### src/rtl/ysyx_23060096_idu.sv
//------------------------------------------------------------------------------
// ysyx_23060096_idu : RV32 decode stage with a busy-bit scoreboard and a one-entry output buffer
// Revision: 1.0
//------------------------------------------------------------------------------
`default_nettype none

module ysyx_23060096_idu #(
    parameter int XLEN = 32,
    parameter int NREG = 32,
    localparam int RW  = $clog2(NREG)
) (
    input  logic            clk,
    input  logic            rst,
    input  logic            in_valid,
    output logic            in_ready,
    input  logic [XLEN-1:0] in_inst,
    input  logic [XLEN-1:0] in_pc,
    output logic [RW-1:0]   rf_ra,
    output logic [RW-1:0]   rf_rb,
    input  logic [XLEN-1:0] rf_busA,
    input  logic [XLEN-1:0] rf_busB,
    input  logic            wb_valid,
    input  logic [RW-1:0]   wb_rd,
    input  logic            flush,
    output logic            out_valid,
    input  logic            out_ready,
    output logic [XLEN-1:0] out_pc,
    output logic [XLEN-1:0] out_rs1_data,
    output logic [XLEN-1:0] out_rs2_data,
    output logic [XLEN-1:0] out_imm,
    output logic [RW-1:0]   out_rd,
    output logic            out_rd_wen,
    output logic [6:0]      out_opcode,
    output logic [2:0]      out_funct3,
    output logic            out_funct7b5,
    output logic            out_illegal
);

    localparam logic [6:0] OPC_LUI    = 7'b0110111;
    localparam logic [6:0] OPC_AUIPC  = 7'b0010111;
    localparam logic [6:0] OPC_JAL    = 7'b1101111;
    localparam logic [6:0] OPC_JALR   = 7'b1100111;
    localparam logic [6:0] OPC_BRANCH = 7'b1100011;
    localparam logic [6:0] OPC_LOAD   = 7'b0000011;
    localparam logic [6:0] OPC_STORE  = 7'b0100011;
    localparam logic [6:0] OPC_OPIMM  = 7'b0010011;
    localparam logic [6:0] OPC_OP     = 7'b0110011;

    logic [6:0]      w_opcode;
    logic [RW-1:0]   w_rs1, w_rs2, w_rd;
    logic            w_use_rs1, w_use_rs2, w_wr_rd, w_illegal;
    logic [XLEN-1:0] w_imm;
    logic            w_rd_wen, w_hazard, w_accept;

    logic [NREG-1:0] busy_q, busy_d;
    logic            out_valid_q;
    logic [XLEN-1:0] out_pc_q, out_rs1_q, out_rs2_q, out_imm_q;
    logic [RW-1:0]   out_rd_q;
    logic            out_rd_wen_q, out_f7b5_q, out_illegal_q;
    logic [6:0]      out_opcode_q;
    logic [2:0]      out_funct3_q;

    assign w_opcode = in_inst[6:0];
    assign w_rs1    = in_inst[19:15];
    assign w_rs2    = in_inst[24:20];
    assign w_rd     = in_inst[11:7];
    assign rf_ra    = w_rs1;
    assign rf_rb    = w_rs2;

    // inst[1:0] is part of the 7-bit opcode match, so a non-32-bit encoding lands in default
    always_comb begin
        w_use_rs1 = 1'b0;
        w_use_rs2 = 1'b0;
        w_wr_rd   = 1'b0;
        w_illegal = 1'b0;
        w_imm     = '0;
        case (w_opcode)
            OPC_OP: begin
                w_use_rs1 = 1'b1;
                w_use_rs2 = 1'b1;
                w_wr_rd   = 1'b1;
            end
            OPC_OPIMM, OPC_LOAD, OPC_JALR: begin
                w_use_rs1 = 1'b1;
                w_wr_rd   = 1'b1;
                w_imm     = {{20{in_inst[31]}}, in_inst[31:20]};
            end
            OPC_STORE: begin
                w_use_rs1 = 1'b1;
                w_use_rs2 = 1'b1;
                w_imm     = {{20{in_inst[31]}}, in_inst[31:25], in_inst[11:7]};
            end
            OPC_BRANCH: begin
                w_use_rs1 = 1'b1;
                w_use_rs2 = 1'b1;
                w_imm     = {{19{in_inst[31]}}, in_inst[31], in_inst[7],
                             in_inst[30:25], in_inst[11:8], 1'b0};
            end
            OPC_LUI, OPC_AUIPC: begin
                w_wr_rd = 1'b1;
                w_imm   = {in_inst[31:12], 12'h000};
            end
            OPC_JAL: begin
                w_wr_rd = 1'b1;
                w_imm   = {{11{in_inst[31]}}, in_inst[31], in_inst[19:12],
                           in_inst[20], in_inst[30:21], 1'b0};
            end
            default: w_illegal = 1'b1;
        endcase
    end

    // The rd term stalls WAW so each register has at most one writer in flight
    assign w_rd_wen = w_wr_rd && (w_rd != '0);
    assign w_hazard = (w_use_rs1 && (w_rs1 != '0) && busy_q[w_rs1]) ||
                      (w_use_rs2 && (w_rs2 != '0) && busy_q[w_rs2]) ||
                      (w_rd_wen && busy_q[w_rd]);
    assign in_ready = !rst && !flush && !w_hazard && (!out_valid_q || out_ready);
    assign w_accept = in_valid && in_ready;

    // Order matters: writeback clear, then accept set (set wins), then flush clear
    always_comb begin
        busy_d = busy_q;
        if (wb_valid) begin
            busy_d[wb_rd] = 1'b0;
        end
        if (w_accept && w_rd_wen) begin
            busy_d[w_rd] = 1'b1;
        end
        if (flush && out_valid_q && out_rd_wen_q) begin
            busy_d[out_rd_q] = 1'b0;
        end
        busy_d[0] = 1'b0;
    end

    always_ff @(posedge clk) begin
        if (rst) begin
            busy_q        <= '0;
            out_valid_q   <= 1'b0;
            out_pc_q      <= '0;
            out_rs1_q     <= '0;
            out_rs2_q     <= '0;
            out_imm_q     <= '0;
            out_rd_q      <= '0;
            out_rd_wen_q  <= 1'b0;
            out_opcode_q  <= '0;
            out_funct3_q  <= '0;
            out_f7b5_q    <= 1'b0;
            out_illegal_q <= 1'b0;
        end else begin
            busy_q <= busy_d;
            if (flush) begin
                out_valid_q <= 1'b0;
            end else if (w_accept) begin
                out_valid_q   <= 1'b1;
                out_pc_q      <= in_pc;
                out_rs1_q     <= rf_busA;
                out_rs2_q     <= rf_busB;
                out_imm_q     <= w_imm;
                out_rd_q      <= w_rd;
                out_rd_wen_q  <= w_rd_wen;
                out_opcode_q  <= w_opcode;
                out_funct3_q  <= in_inst[14:12];
                out_f7b5_q    <= in_inst[30];
                out_illegal_q <= w_illegal;
            end else if (out_ready) begin
                out_valid_q <= 1'b0;
            end
        end
    end

    assign out_valid    = out_valid_q;
    assign out_pc       = out_pc_q;
    assign out_rs1_data = out_rs1_q;
    assign out_rs2_data = out_rs2_q;
    assign out_imm      = out_imm_q;
    assign out_rd       = out_rd_q;
    assign out_rd_wen   = out_rd_wen_q;
    assign out_opcode   = out_opcode_q;
    assign out_funct3   = out_funct3_q;
    assign out_funct7b5 = out_f7b5_q;
    assign out_illegal  = out_illegal_q;

endmodule

`default_nettype wire

### config.mk
export PLATFORM = sky130hd
export DESIGN_NAME = ysyx_23060096_idu
export DESIGN_NICKNAME = d
export VERILOG_FILES = /design/src/rtl/ysyx_23060096_idu.sv
export SDC_FILE = /design/constraint.sdc
export NUM_CORES = 1
export LEC_CHECK = 0
export CAP_MARGIN = 15
export CORE_MARGIN = 4
export CORE_UTILIZATION = 61
export CTS_CLUSTER_DIAMETER = 100
export DETAILED_ROUTE_END_ITERATION = 12
export DONT_BUFFER_PORTS = 1
export HOLD_SLACK_MARGIN = 0.12
export PLACE_DENSITY = 0.77
export SLEW_MARGIN = 0
export SYNTH_ARGS = -nofsm -noshare
export SYNTH_HDL_FRONTEND = slang
export SYNTH_SLANG_ARGS = --single-unit
### constraint.sdc
create_clock -name clk -period 3.94 [get_ports clk]
set_input_delay 0.788 -clock clk [delete_from_list [all_inputs] [get_ports clk]]
set_output_delay 0.788 -clock clk [all_outputs]
set_load 0.01 [all_outputs]
# == Word-level counts from Yosys, hierarchy flattened ==
# Index checks and enable logic that the tools add are counted.
# word_totals
ff_bits,179
inputBits,139
out_inout_bits,158
wordCells,93
# op_classes
order_cmp,8
n_eq_ne,9
mux,22
bitwise_logic,6
n_reduce_logical,35
# op_table
op,n
32-bit one-hot mux with 5 select lines,1
32-bit 2-to-1 mux,3
32-bit bitwise AND,2
32-bit inverter,2
32-bit OR,1
5-bit by 6-bit less-than comparator with 1-bit output (second input constant),5
7-bit by 6-bit == test with 1-bit output (second input constant),3
7-bit == test (second input constant),3
1-bit logical AND,16
1-bit binary-select mux with 5-bit select,3
1-bit demux with 5-bit select,3
5-bit by 1-bit >= comparator with 1-bit output (second input constant),3
5-bit nonzero test,3
7-bit by 5-bit == test with 1-bit output (second input constant),2
1-bit 2-to-1 mux,12
9-bit OR reduction,1
7-bit by 2-bit == test with 1-bit output (second input constant),1
7-bit OR reduction,1
3-bit OR reduction,2
6-bit OR reduction,1
1-bit zero test,4
2-bit OR reduction,2
1-bit logical OR,3
2-bit AND reduction,1
2 further kinds,2

# == Longest topological paths before layout ==
# logic_depth
word_depth,15
mapped_depth,12
ltp_nobuf,8

# == Least setup slack after synthesis ==
# Ideal clock, no wire load.
# synth_timing
path_type,input port to output port
start,input in_inst[21]
end,output in_ready
t_arrival_ps,2629
slack_ps,523
path_stages,9
path_buffers,3
path_cell_list,buf_2 -> mux4_2 -> a221o_1 -> a31oi_1 -> a31o_2 -> nand4_4 -> inv_2 -> buf_4 -> buf_2
# synth_between
elab_chain_cells,8
# synth_rtl
element,line,rtl
from (decl),16,"input logic [XLEN-1:0] in_inst,"
1-bit binary-select mux with 5-bit select or 5-bit nonzero test (tied branches),115,(w_use_rs2 && (w_rs2 != '0) && busy_q[w_rs2]) ||
1-bit 2-to-1 mux (implied by the code) or 1-bit logical AND (tied branches),115,
1-bit logical AND *,115,
1-bit logical OR *,114,assign w_hazard = (w_use_rs1 && (w_rs1 != '0) && busy_q[w_rs1]) ||
1-bit logical OR *,115,
1-bit zero test *,117,assign in_ready = !rst && !flush && !w_hazard && (!out_valid_q || out_ready);
1-bit logical AND * (2 in series),117,
to (decl),15,"output logic in_ready,"
# Mark *: on every way between the ends. The rest lies on a longest branch, timed or not. The select of a mux whose other input is x is not followed.

# == Worst setup path in the final report ==
# layout_timing
start,input in_inst[9]
end,output in_ready
# layout_between
elab_chain_cells,7
# layout_rtl
element,line,rtl
1-bit binary-select mux with 5-bit select or 5-bit nonzero test (tied branches),"116, 113",
1-bit 2-to-1 mux (implied by the code) or 1-bit logical AND (tied branches),"116, 113",
1-bit logical AND *,116,(w_rd_wen && busy_q[w_rd]);
1-bit logical OR *,115,
1-bit zero test *,117,
1-bit logical AND * (2 in series),117,
# Marks and branches as above.

==> results.sh <==
export IMPL_irDropWorstVdd_mv=0.266
export IMPL_overall_power_consumption_uw=4090
export IMPL_root_buffer="sky130_fd_sc_hd__clkbuf_16"
export IMPL_yosys_area_top_type="sky130_fd_sc_hd__dfxtp_1"
export IMPL_cts_sinks=178
export IMPL_outcome="complete, no violations"
export IMPL_finalCritPeriodShare=0.836
export IMPL_detail_route_iter0_violations=1114
export IMPL_cts_repair_timing_setup_buffer_count=0
export IMPL_power_report_internal_total_uw=3040
export IMPL_setup_viol=0
export IMPL_reg2regPathDepth=9
export IMPL_cellLeakagePower_uw=0.00285
export IMPL_crit_path_cell_trace="nor3b_1 > a22oi_1 > a21oi_1 > a2111o_1 > nand4_4 > inv_4"
export IMPL_post_dp_cell_area_um2=8350
export IMPL_synth_warnings=0
export IMPL_startpoint_type="primary input"
export IMPL_drv_slew=0
export IMPL_critical_path_depth=6
export IMPL_number_of_buffers_between_clock_root_and_the_deepest_sink=2
export IMPL_regToRegStartpoint="busy_q[4]$_SDFF_PP0_"
export IMPL_power_net_switching_uw=1060
export IMPL_endpoint="in_ready"
export IMPL_h_tree_depth=4
export IMPL_synth_distinct_cells=53
export IMPL_antenna_found_initial=1
export IMPL_finalHoldViolCount=0
export IMPL_io_pin_count=297
export IMPL_critical_path_arrival_ns=2.50
export IMPL_placed_wire_length_estimate_um=17800
export IMPL_tritoncts_num_buffers=17
export IMPL_clk_pin_slew_ns=0.07
export IMPL_grt_overflow_total=0
export IMPL_whs_ns=0.431
export IMPL_timing_setup_critical_path_class="primary input to output port"
export IMPL_length_of_the_first_detailed_routing_pass_in_iterations=6
export IMPL_area_growth_syn_to_layout_pct=4.51
export IMPL_layout_min_cycle_time_ns=3.29
export IMPL_floorplan_die_height_um=127
export IMPL_synth_sequential_area_ratio=0.414
export IMPL_final_core_util=0.651
export IMPL_sum_of_negative_setup_slack_ns=0
export IMPL_worst_path_largest_cell_delay_ns=0.64
export IMPL_layout_nets=1090
export IMPL_clkLatencyLatePin_ns=0.43
export IMPL_synth_cells=1050
export IMPL_synth_flop_cell="sky130_fd_sc_hd__dfxtp_1"
export IMPL_design_die_area_um2=16100
export IMPL_fillerInstances=1213
export IMPL_overall_global_routing_resource_usage=0.321
export IMPL_critical_path_required_ns=3.15
export IMPL_ant_nets=0
export IMPL_crit_slowest_cell="sky130_fd_sc_hd__nor3b_1"
export IMPL_synth_cell_area_um2=8610
export IMPL_via_count_of_the_first_global_routing_pass=7618
export IMPL_initial_utilization=0.622
export IMPL_swShare=0.258
export IMPL_fmax_mhz=304
export IMPL_worst_slew_pin_slew_ns=1.15
export IMPL_grt_pass1_wl_um=42100
export IMPL_cts_hold_buffers=0
export IMPL_synthesis_area_per_instance_um2=8.20
export IMPL_area_share_of_the_largest_cell_type_after_synthesis=0.414
export IMPL_std_cell_rows=43
export IMPL_postLayoutCellArea_um2=8990
export IMPL_ys_seq_elements=178
export IMPL_route_detailed_drc=0
export IMPL_final_layout_size_suffix_gt1_frac=0.0654
export IMPL_critical_path_max_fanout=31
export IMPL_port_buffers=0
export IMPL_rrSetupSlack_ns=1.01
export IMPL_power_density_cell_area_nw_per_um2=455
export IMPL_startpoint="in_inst[9]"
export IMPL_chipWidth_um=127
export IMPL_grt_start_max_net_pins=168
export IMPL_rsz0062_at_grt="no"
export IMPL_wl_um=27400
export IMPL_drt_wirelength_per_cell_um=23.9
export IMPL_timing_hold_worst_class="primary input to flop"
export IMPL_combinationalPowerShare=0.074
export IMPL_power_frac_clock=0.447
export IMPL_detailroute_via_count=8236
export IMPL_route_detailed_vias_per_inst=7.19
export IMPL_fin_skew_ns=0.0113
export IMPL_synthArstFlopShare=0
export IMPL_tritoncts="yes"
export IMPL_path_buf_inv=1
export IMPL_timing_slew_headroom=0.227
export IMPL_min_from="rst"
export IMPL_globalplace_congestion=0.922
export IMPL_synth_net_count=1189
export IMPL_synth_edff_count=0
export IMPL_max_cap_viol_count=0
export IMPL_core_area_um2=13800
export IMPL_critical_path_end_type="output port"
export IMPL_netlist_top_cells_area="sky130_fd_sc_hd__dfxtp_1 (41%), sky130_fd_sc_hd__a21oi_1 (11%), sky130_fd_sc_hd__o21ai_0 (7.5%)"
export IMPL_portion_of_total_power_attributed_to_sequential_cells=0.478
export IMPL_worstReg2RegEnd="out_pc[5]$_SDFFE_PP0P_"
export IMPL_post_cts_resize_count=0
export IMPL_critical_path_top_delay_family="simple AND/OR/NAND/NOR gates"
==> cell families (layout without fill, tap and decap cells) <==
family	Yosys count	in the layout	share of synthesized area
AO/OA/AOI/OAI	423	423	0.282
buffers and inverters	135	49	0.0696
flip-flops	178	178	0.414
multiplexers	42	42	0.0592
other	0	1	0
AND/OR/NAND/NOR	272	272	0.175
==> flip-flops by register name, summed over array words and instances, names as in the netlist <==
signal	flops
out_rs1_data	32
out_opcode	7
out_funct7b5	1
out_imm	32
out_pc	32
out_valid	1
out_illegal	1
out_funct3	3
busy_q	31
out_rd_wen	1
out_rs2_data	32
out_rd	5
==> per-layer routing <==
metal / share of wire / up-vias / track usage
met5: 0 / - / 0
met4: 0.035 / 0 / 0.153
met3: 0.13 / 84 / 0.0989
met2: 0.46 / 541 / 0.487
met1: 0.38 / 3874 / 0.418
li1: - / 3737 / -
==> synthesized netlist by cell type (all sizes together) (2+ instances only) <==
library cell / instances
buf: 47
clkbuf: 80
nand2b: 4
o21bai: 2
a221o: 2
and2: 4
a311oi: 27
nor2: 10
o2bb2ai: 3
nand3: 126
nor2b: 8
o2111ai: 12
nand4: 36
and3b: 8
o311a: 3
and3: 3
nor3: 9
dfxtp: 178
o211ai: 16
inv: 8
a31o: 3
a21boi: 3
mux4: 7
a21oi: 181
nor3b: 6
a22oi: 12
nand2: 34
or3b: 4
o21ai: 146
mux2i: 34
a31oi: 6
nand3b: 11
or3: 2
or4: 2
==> worst reg2reg max path, delay by kind of cell, from the launching register on <==
family	cells	cell delay, ns
mux	1	0.12
simple gates	2	0.26
flops	1	0.46
buf+inv	2	0.97
compound gates	4	1.06
==> layout make-up <==
type	instances	area (µm²)	share of cell area
Tap cell	180	225	0.0250
Multi-Input combinational cell	737	4450	0.495
Timing Repair Buffer	9	80.1	0.00890
Antenna cell	1	2.50	0.000278
Inverter	8	32.5	0.00362
Sequential cell	178	3560	0.396
Clock buffer	19	453	0.0504
Clock inverter	13	189	0.0210
==> stage by stage <==
stage,setup slack (ns),std cells
5_1_grt,0.502,1145
2_1_floorplan,0.523,1050
3_5_place_dp,0.425,1112
3_3_place_gp,0.433,1112
4_1_cts,0.716,1144
6_report,0.647,1145
==> layout by cell type, fill, tap and decap left out, types with 2 or more instances in the layout <==
cell / netlist / layout
sky130_fd_sc_hd__a21boi_0: 3 / 3
sky130_fd_sc_hd__a21oi_1: 181 / 181
sky130_fd_sc_hd__a221o_1: 2 / 2
sky130_fd_sc_hd__a22oi_1: 12 / 11
sky130_fd_sc_hd__a311oi_1: 27 / 27
sky130_fd_sc_hd__a31o_2: 3 / 3
sky130_fd_sc_hd__a31oi_1: 6 / 6
sky130_fd_sc_hd__and2_1: 4 / 4
sky130_fd_sc_hd__and3_1: 3 / 3
sky130_fd_sc_hd__and3b_1: 8 / 8
sky130_fd_sc_hd__buf_4: 16 / 8
sky130_fd_sc_hd__bufinv_16: 0 / 3
sky130_fd_sc_hd__clkbuf_16: 0 / 17
sky130_fd_sc_hd__clkbuf_8: 0 / 2
sky130_fd_sc_hd__dfxtp_1: 178 / 178
sky130_fd_sc_hd__inv_1: 7 / 6
sky130_fd_sc_hd__inv_6: 0 / 5
sky130_fd_sc_hd__inv_8: 0 / 2
sky130_fd_sc_hd__mux2i_1: 34 / 34
sky130_fd_sc_hd__mux4_2: 7 / 7
sky130_fd_sc_hd__nand2_1: 34 / 34
sky130_fd_sc_hd__nand2b_1: 4 / 4
sky130_fd_sc_hd__nand3_1: 126 / 126
sky130_fd_sc_hd__nand3b_1: 11 / 11
sky130_fd_sc_hd__nand4_1: 35 / 35
sky130_fd_sc_hd__nor2_1: 10 / 10
sky130_fd_sc_hd__nor2b_1: 8 / 8
sky130_fd_sc_hd__nor3_1: 9 / 9
sky130_fd_sc_hd__nor3b_1: 6 / 6
sky130_fd_sc_hd__o2111ai_1: 12 / 12
sky130_fd_sc_hd__o211ai_1: 16 / 16
sky130_fd_sc_hd__o21ai_0: 129 / 129
sky130_fd_sc_hd__o21ai_1: 17 / 17
sky130_fd_sc_hd__o21bai_1: 2 / 2
sky130_fd_sc_hd__o2bb2ai_1: 3 / 3
sky130_fd_sc_hd__o311a_1: 3 / 3
sky130_fd_sc_hd__or3_1: 2 / 2
sky130_fd_sc_hd__or3b_2: 4 / 4
sky130_fd_sc_hd__or4_1: 2 / 2
==> how the worst min path moves through the flow <==
stage                                   endpoint  slack [ns]  depth (start not counted)
global placement         out_imm[7]$_SDFFE_PP0P_        0.49                          2
global route        out_rs2_data[4]$_SDFFE_PP0P_        0.41                          1
floorplan                   busy_q[3]$_SDFF_PP0_        0.46                          2
finish                   out_pc[17]$_SDFFE_PP0P_        0.43                          1
CTS                      out_pc[10]$_SDFFE_PP0P_        0.41                          1
detailed placement       out_imm[8]$_SDFFE_PP0P_        0.50                          2
==> power by group through the flow <==
| stage | Combinational [µW] | Clock, µW | Sequential [µW] |
|---|---|---|---|
| 2_1_floorplan | 329 | 0 | 1970 |
| 3_3_place_gp | 294 | 0 | 2000 |
| 3_5_place_dp | 299 | 0 | 2000 |
| 4_1_cts | 300 | 1850 | 1960 |
| 5_1_grt | 336 | 1920 | 1960 |
| 6_report | 304 | 1830 | 1960 |
Power figures use the tool's default switching activity.
